--- config.mk ---
export PLATFORM = sky130hd
export DESIGN_NAME = rggen_bus_arbiter
export DESIGN_NICKNAME = d
export VERILOG_FILES = /design/src/rtl/rggen_rtl_pkg.sv /design/src/rtl/rggen_round_robin_arbiter.sv /design/src/rtl/rggen_bus_arbiter.sv
export SDC_FILE = /design/constraint.sdc
export NUM_CORES = 1
export LEC_CHECK = 0
export CORE_MARGIN = 2
export CORE_UTILIZATION = 32
export CTS_BUF_LIST = sky130_fd_sc_hd__clkbuf_8
export DETAILED_ROUTE_END_ITERATION = 10
export PLACE_DENSITY = 0.82
export REMOVE_ABC_BUFFERS = 1
export SLEW_MARGIN = 20
export SYNTH_ARGS = -nofsm -noshare
export SYNTH_HDL_FRONTEND = slang
export SYNTH_SLANG_ARGS = --single-unit
export TNS_END_PERCENT = 20
--- constraint.sdc ---
create_clock -name i_clk -period 2.01 [get_ports i_clk]
set_clock_uncertainty 0.1 [all_clocks]
set_input_delay 0.201 -clock i_clk [delete_from_list [all_inputs] [get_ports i_clk]]
set_output_delay 0.201 -clock i_clk [all_outputs]
set_load 0.02 [all_outputs]
--- src/rtl/rggen_rtl_pkg.sv ---
// ---------------------------------------------------------------------------
// rggen_rtl_pkg
// Shared register-bus types for the rggen RTL blocks:
//   rggen_access            - access kind carried on the register bus
//   rggen_status            - response status returned by a register target
//   rggen_bus_arbiter_state - two-state FSM of rggen_bus_arbiter
// It also holds a small helper that wraps a requester index modulo a count.
// ---------------------------------------------------------------------------
package rggen_rtl_pkg;

   typedef enum logic [1:0] {
      RGGEN_POSTED_WRITE = 2'b01,
      RGGEN_READ         = 2'b10,
      RGGEN_WRITE        = 2'b11
   } rggen_access;

   typedef enum logic [1:0] {
      RGGEN_OKAY         = 2'b00,
      RGGEN_EXOKAY       = 2'b01,
      RGGEN_SLAVE_ERROR  = 2'b10,
      RGGEN_DECODE_ERROR = 2'b11
   } rggen_status;

   typedef enum logic {
      IDLE = 1'b0,
      BUSY = 1'b1
   } rggen_bus_arbiter_state;

   // Upper bound on the number of requesters any arbiter instance may have.
   localparam int RGGEN_MAX_REQUESTERS = 16;

   // Returns (index + 1) mod count for an index held in a 32-bit integer.
   function automatic int unsigned rggen_next_index(
      input int unsigned index,
      input int unsigned count
   );
      int unsigned next_index;
      if (index >= (count - 32'd1)) begin
         next_index = 32'd0;
      end else begin
         next_index = index + 32'd1;
      end
      return next_index;
   endfunction

endpackage

--- src/rtl/rggen_round_robin_arbiter.sv ---
// ---------------------------------------------------------------------------
// rggen_round_robin_arbiter
// Purely combinational round-robin grant selection. The search starts at
// i_pointer and moves upward with wrap-around; the first asserted request
// wins and is reported as a one-hot grant. No request -> all-zero grant.
// Ports:
//   i_request [REQUESTERS]          request vector
//   i_pointer [$clog2(REQUESTERS)]  search start position (< REQUESTERS)
//   o_grant   [REQUESTERS]          one-hot grant
// ---------------------------------------------------------------------------
module rggen_round_robin_arbiter
   import rggen_rtl_pkg::*;
#(
   parameter int REQUESTERS = 2
)(
   input  logic [REQUESTERS-1:0]         i_request,
   input  logic [$clog2(REQUESTERS)-1:0] i_pointer,
   output logic [REQUESTERS-1:0]         o_grant
);

   localparam int PW    = $clog2(REQUESTERS);
   localparam int SUM_W = PW + 1;
   localparam logic [SUM_W-1:0] N_SUM = SUM_W'(REQUESTERS);

   logic [SUM_W-1:0] sum_s;
   logic [PW-1:0]    index_s;
   logic             found_s;

   // Walk the request vector from the pointer upward and keep the first hit.
   always_comb begin
      o_grant = '0;
      sum_s   = '0;
      index_s = '0;
      found_s = 1'b0;
      for (int i = 0; i < REQUESTERS; i++) begin
         // pointer + i never exceeds 2*REQUESTERS-2, so one subtraction wraps it
         sum_s = {1'b0, i_pointer} + SUM_W'(i);
         if (sum_s >= N_SUM) begin
            index_s = PW'(sum_s - N_SUM);
         end else begin
            index_s = PW'(sum_s);
         end
         if (!found_s && i_request[index_s]) begin
            o_grant[index_s] = 1'b1;
            found_s          = 1'b1;
         end else begin
            found_s = found_s;
         end
      end
   end

endmodule

--- src/rtl/rggen_bus_arbiter.sv ---
// ---------------------------------------------------------------------------
// rggen_bus_arbiter
// Shares one rggen register bus among REQUESTERS host ports using
// round-robin arbitration. A grant registers the winner's request fields,
// o_valid rises the following cycle and the fields stay frozen until the
// target returns i_ready. On completion the response is steered
// combinationally to the winner, the pointer moves past it and, if another
// port is waiting, the next access is granted in the same cycle so o_valid
// stays high across back-to-back accesses.
//
// Optional build macro RGGEN_BUS_ARBITER_TIMEOUT_EN: counts BUSY cycles and
// forces completion with RGGEN_SLAVE_ERROR after TIMEOUT_CYCLES cycles
// without i_ready. Without the macro BUSY waits for i_ready indefinitely.
//
// Ports:
//   i_clk, i_rst_n          clock, synchronous active-low reset
//   i_valid/i_access/i_address/i_write_data/i_strobe
//                           per-requester request, packed port 0 at LSBs
//   o_ready/o_status/o_read_data
//                           per-requester response, packed port 0 at LSBs
//   o_valid/o_access/o_address/o_write_data/o_strobe
//                           shared register bus request (registered)
//   i_ready/i_status/i_read_data
//                           shared register bus response
// ---------------------------------------------------------------------------
module rggen_bus_arbiter
   import rggen_rtl_pkg::*;
#(
   parameter int REQUESTERS     = 2,
   parameter int ADDRESS_WIDTH  = 8,
   parameter int BUS_WIDTH      = 32,
   parameter int TIMEOUT_CYCLES = 64
)(
   input  logic                                 i_clk,
   input  logic                                 i_rst_n,
   input  logic [REQUESTERS-1:0]                i_valid,
   input  logic [2*REQUESTERS-1:0]              i_access,
   input  logic [ADDRESS_WIDTH*REQUESTERS-1:0]  i_address,
   input  logic [BUS_WIDTH*REQUESTERS-1:0]      i_write_data,
   input  logic [(BUS_WIDTH/8)*REQUESTERS-1:0]  i_strobe,
   output logic [REQUESTERS-1:0]                o_ready,
   output logic [2*REQUESTERS-1:0]              o_status,
   output logic [BUS_WIDTH*REQUESTERS-1:0]      o_read_data,
   output logic                                 o_valid,
   output logic [1:0]                           o_access,
   output logic [ADDRESS_WIDTH-1:0]             o_address,
   output logic [BUS_WIDTH-1:0]                 o_write_data,
   output logic [BUS_WIDTH/8-1:0]               o_strobe,
   input  logic                                 i_ready,
   input  logic [1:0]                           i_status,
   input  logic [BUS_WIDTH-1:0]                 i_read_data
);

   localparam int PW = $clog2(REQUESTERS);
   localparam int SW = BUS_WIDTH / 8;

   rggen_bus_arbiter_state state_q, state_d;
   logic [PW-1:0]            pointer_q, pointer_d;
   logic [PW-1:0]            grant_q, grant_d;
   logic                     valid_q, valid_d;
   logic [1:0]               access_q, access_d;
   logic [ADDRESS_WIDTH-1:0] address_q, address_d;
   logic [BUS_WIDTH-1:0]     write_data_q, write_data_d;
   logic [SW-1:0]            strobe_q, strobe_d;

   logic [REQUESTERS-1:0]    arb_request_s;
   logic [REQUESTERS-1:0]    arb_grant_s;
   logic [PW-1:0]            arb_pointer_s;
   logic [PW-1:0]            arb_index_s;
   logic [PW-1:0]            next_pointer_s;
   logic [1:0]               sel_access_s;
   logic [ADDRESS_WIDTH-1:0] sel_address_s;
   logic [BUS_WIDTH-1:0]     sel_write_data_s;
   logic [SW-1:0]            sel_strobe_s;
   logic                     load_s;
   logic                     timeout_s;
   logic                     complete_s;
   logic [1:0]               status_s;
   logic [BUS_WIDTH-1:0]     read_data_s;

`ifdef RGGEN_BUS_ARBITER_TIMEOUT_EN
   localparam int CW = $clog2(TIMEOUT_CYCLES);
   logic [CW-1:0] count_q, count_d;

   assign timeout_s = (state_q == BUSY) && (count_q == CW'(TIMEOUT_CYCLES - 1));

   // Timeout counter register; cleared by reset.
   always_ff @(posedge i_clk) begin
      if (!i_rst_n) begin
         count_q <= '0;
      end else begin
         count_q <= count_d;
      end
   end
`else
   // No timeout in this build; the parameter only appears in a constant-false term.
   assign timeout_s = (TIMEOUT_CYCLES < 0);
`endif

   // Completion is suppressed while reset is asserted so an abandoned access never pulses o_ready.
   assign complete_s = i_rst_n && (state_q == BUSY) && (i_ready || timeout_s);

   // A real i_ready always takes priority over a simultaneous timeout.
   always_comb begin
      if (i_ready) begin
         status_s    = i_status;
         read_data_s = i_read_data;
      end else begin
         status_s    = RGGEN_SLAVE_ERROR;
         read_data_s = '0;
      end
   end

   // Pointer value after the current grant completes: (grant + 1) mod REQUESTERS.
   always_comb begin
      next_pointer_s = PW'(rggen_next_index(32'(grant_q), REQUESTERS));
   end

   // Arbiter inputs: while BUSY the completing port is masked out and the search starts after it.
   always_comb begin
      arb_request_s = i_valid;
      arb_pointer_s = pointer_q;
      if (state_q == BUSY) begin
         arb_pointer_s = next_pointer_s;
         for (int i = 0; i < REQUESTERS; i++) begin
            arb_request_s[i] = i_valid[i] && (grant_q != PW'(i));
         end
      end else begin
         arb_pointer_s = pointer_q;
      end
   end

   rggen_round_robin_arbiter #(
      .REQUESTERS (REQUESTERS)
   ) u_round_robin_arbiter (
      .i_request (arb_request_s),
      .i_pointer (arb_pointer_s),
      .o_grant   (arb_grant_s)
   );

   // One-hot grant to index, and AND-OR selection of the winner's request fields.
   always_comb begin
      arb_index_s      = '0;
      sel_access_s     = '0;
      sel_address_s    = '0;
      sel_write_data_s = '0;
      sel_strobe_s     = '0;
      for (int i = 0; i < REQUESTERS; i++) begin
         arb_index_s      = arb_index_s | (PW'(i) & {PW{arb_grant_s[i]}});
         sel_access_s     = sel_access_s |
                            (i_access[2*i +: 2] & {2{arb_grant_s[i]}});
         sel_address_s    = sel_address_s |
                            (i_address[ADDRESS_WIDTH*i +: ADDRESS_WIDTH] & {ADDRESS_WIDTH{arb_grant_s[i]}});
         sel_write_data_s = sel_write_data_s |
                            (i_write_data[BUS_WIDTH*i +: BUS_WIDTH] & {BUS_WIDTH{arb_grant_s[i]}});
         sel_strobe_s     = sel_strobe_s |
                            (i_strobe[SW*i +: SW] & {SW{arb_grant_s[i]}});
      end
   end

   // FSM next-state and request-register update.
   always_comb begin
      state_d      = state_q;
      pointer_d    = pointer_q;
      grant_d      = grant_q;
      valid_d      = valid_q;
      access_d     = access_q;
      address_d    = address_q;
      write_data_d = write_data_q;
      strobe_d     = strobe_q;
      load_s       = 1'b0;
`ifdef RGGEN_BUS_ARBITER_TIMEOUT_EN
      count_d      = count_q;
`endif
      case (state_q)
         IDLE: begin
            if (|i_valid) begin
               load_s = 1'b1;
            end else begin
               valid_d = 1'b0;
            end
         end
         BUSY: begin
            if (complete_s) begin
               pointer_d = next_pointer_s;
               if (|arb_request_s) begin
                  load_s = 1'b1;
               end else begin
                  state_d = IDLE;
                  valid_d = 1'b0;
               end
            end else begin
`ifdef RGGEN_BUS_ARBITER_TIMEOUT_EN
               count_d = count_q + CW'(1);
`endif
               valid_d = 1'b1;
            end
         end
         default: begin
            state_d = IDLE;
            valid_d = 1'b0;
         end
      endcase
      if (load_s) begin
         state_d      = BUSY;
         valid_d      = 1'b1;
         grant_d      = arb_index_s;
         access_d     = sel_access_s;
         address_d    = sel_address_s;
         write_data_d = sel_write_data_s;
         strobe_d     = sel_strobe_s;
`ifdef RGGEN_BUS_ARBITER_TIMEOUT_EN
         count_d      = '0;
`endif
      end else begin
         grant_d = grant_d;
      end
   end

   // State, pointer and request registers.
   always_ff @(posedge i_clk) begin
      if (!i_rst_n) begin
         state_q      <= IDLE;
         pointer_q    <= '0;
         grant_q      <= '0;
         valid_q      <= 1'b0;
         access_q     <= '0;
         address_q    <= '0;
         write_data_q <= '0;
         strobe_q     <= '0;
      end else begin
         state_q      <= state_d;
         pointer_q    <= pointer_d;
         grant_q      <= grant_d;
         valid_q      <= valid_d;
         access_q     <= access_d;
         address_q    <= address_d;
         write_data_q <= write_data_d;
         strobe_q     <= strobe_d;
      end
   end

   assign o_valid      = valid_q;
   assign o_access     = access_q;
   assign o_address    = address_q;
   assign o_write_data = write_data_q;
   assign o_strobe     = strobe_q;

   // Steer the response to the granted port only on the completion cycle.
   always_comb begin
      o_ready     = '0;
      o_status    = {REQUESTERS{RGGEN_OKAY}};
      o_read_data = '0;
      for (int i = 0; i < REQUESTERS; i++) begin
         if (complete_s && (grant_q == PW'(i))) begin
            o_ready[i]                          = 1'b1;
            o_status[2*i +: 2]                  = status_s;
            o_read_data[BUS_WIDTH*i +: BUS_WIDTH] = read_data_s;
         end else begin
            o_ready[i] = 1'b0;
         end
      end
   end

endmodule

==> metrics.md <==
| Metric | Value |
|---|---|
| Initial antenna violation count | 0 |
| Vias in the first global route | 3514 |
| Fillers | about 770 |
| Total leakage power | around 2.2 nW |
| Initial drt markers | roughly 80 |
| Synth area leaders | dfxtp_1 (36%), a22oi_2 (13%), a21oi_2 (9.4%) |
| CTS tree | built |
| Total gr overflow | 0 |
| RSZ-0062 raised after global routing | true |
| Synth warn | 0 |
| Cts repair resizes | 80 |
| Hold_buf cts | 0 |
| Fin util | 63.9% |
| CORE AREA | about 8600 um^2 |
| Vias per cell | 4.92 |
| Avg Synthesized Cell Area | about 8.1 um^2 |
| Post-CTS setup buffer count | 0 |
| Distinct cell type count after synthesis | 28 |
| CP startpoint kind | flop |
| Status | finished clean |
| Slowest-stage cell, CP | dfxtp_1 |
| Largest net degree at the start of global routing | 54 |
| Clock transition at path regs | 90 ps |
| Clock latency on the worst-skew pair | 300 ps |
| Setup TNS Final | 0 ps |
| Pre-antenna DRT Iters | 4 |
| Routed Antenna Nets | 0 |
| Hold Crit Class | flop to flop |
| H-tree levels | 2 |
| Antenna Cells | 0 |
| I/O Buffers | 247 |
| Post-synthesis sequential area ratio | 35.7% |
| Total CTS buffers | 5 |
| Final Hold Viols | 0 |
| Clock sinks | 50 |
| Mapped cell area | ~2800 um^2 |
| Design area | 5490 um^2 |
| CP max stage delay | 340 ps |
| Worst slew margin | 76.6% |
| Synthesized flop and latch total | 50 |
| Crit end category | primary output |
| Worst IR Drop VDD | about 0.41 mV |
| Slew @ Worst Pin | 353 ps |
| Starting Density | 32.6% |
| Kind of critical path | flop to primary output |
| Commonest non-fill, non-tap cells in the layout | clkdlybuf4s50_1 (176), nor2_1 (70), dfxtp_1 (49) |
| Global-route wire length before repair | 18.1 mm |
| Final Setup Violations | 0 |
| Critical path data arrival time | around 1700 ps |
| Die W | 97.6 um |
| DR DRC count | 0 |
| GPL Wtd Cong | roughly 0.97 |
| DRT Wirelength | 11.8 mm |
| Seq. cell area | 1000 um^2 |
| Nets | ~740 |
| Global Route Usage Sum | 23.8% |
| Achievable Freq | 508 MHz |
| Row count | 34 |
| DIE AREA | 9520 um^2 |
| Mapped Cells | 347 |
| Top-Level Pins | 248 |
| WL/cell | 16.5 um |
| DR vias | 3526 |
| Layout cells sized above 1 | 26.9% |
| Bufs on Longest Clock Path | 2 |
| Data required, critical path | 1710 ps |
| Max_cap viols | 0 |
| Die Ht | 97.6 um |
| Cell breakdown of the critical path | nor2b_4, nand3_1, buf_4, buf_4, nor2_1, dlygate4sd2_1 |
| Placement Cell Area | 5630 um^2 |
| Crit path max fanout | 11 |
| Layout area overhead | 96.1% |
| DP HPWL | ~9.6 mm |
| Setup ws final | 42.0 ps |
| Final period util | between 90% and 100% |
| Commonest non-fill, non-tap cell in the layout | clkdlybuf4s50_1 |
| Pre-CTS setup slack | -402 ps |
| Final min period | 1970 ps |
| Clk root buf | clkbuf_8 |
| Yosys top cell by area | dfxtp_1 |
| Max-slew violations | 0 |
| Crit path top cell by count | buf_4 |
| Multi-input gate area | 1610 um^2 |
| Post-synth top area share | 35.7% |
| P per Cell Area | 539 nW/um^2 |
## area by class of cell
class / instances / area share [%]
multi-input combinational: 257 / 29.3
clock inverter: 3 / 0.319
inverter: 5 / 0.342
tap: 108 / 2.46
clock buffer: 5 / 1.25
sequential: 50 / 18.2
timing repair buffer: 289 / 48.1
## layer usage
layer	global-route usage [%]	routed length, um	part of all wire [%]
met1	24.5	4480	38
met2	44.9	5970	51
met3	6.04	841	7.1
met4	10.5	505	4.3
met5	0	0	0
## cell usage after synthesis, drive strengths merged
cell / count
o211ai: 1
inv: 5
a2bb2oi: 1
o21a: 2
a21oi: 46
dfxtp: 50
buf: 16
a31o: 1
clkbuf: 19
a311oi: 1
nor2: 70
nand2: 35
o21ai: 46
nand4: 1
o31a: 1
nand3: 1
a21boi: 1
mux2i: 1
nor2b: 2
and2: 1
a22oi: 46
## critical path, delay by kind of cell (launching register included)
kind          cells  cell delay [ps]
buf+inv           3              700
flops             1              340
simple gates      3              320
## logic make-up after synthesis
logic type | Yosys count | share of synthesized area, %
compound gates | 146 | 41.3
flops | 50 | 35.7
simple gates | 110 | 15.4
buf+inv | 40 | 7.19
mux | 1 | 0.357
## sequential cells by signal, summed over array words and instances (netlist names)
signal and count:
o_access 2, o_valid 1, grant_q 1, o_strobe 4, pointer_q 1, o_address 8
state_q 1, o_write_data 32
## where the power goes
group	total, W	internal [W]	switching, W	leakage (nW)
Clock	0.000565	0.000241	0.000324	0.0493
Combinational	0.00124	0.000651	0.000588	1.75
Sequential	0.00116	0.00110	0.0000563	0.415
Total	0.00296	0.00199	0.000968	2.22
## final timing paths
path	end	slack, ps	cells past startpoint	startpoint
hold reg to reg	o_strobe[0]	450	2	o_strobe[0]
setup reg to reg	o_write_data[5]	170	7	state_q
hold / removal	o_strobe[0]	450	2	o_strobe[0]
setup / recovery	o_read_data[27]	40	6	state_q
## metrics by stage
stage / hold slack, ps / instances / total power [W]
detailed placement: 433 / 709 / 0.00243
floorplan: 219 / 312 / 0.00171
global placement: 420 / 709 / 0.00241
finish: 451 / 717 / 0.00296
global route: 463 / 717 / 0.00311
CTS: 448 / 717 / 0.00299
(Power assumes the default switching activity.)
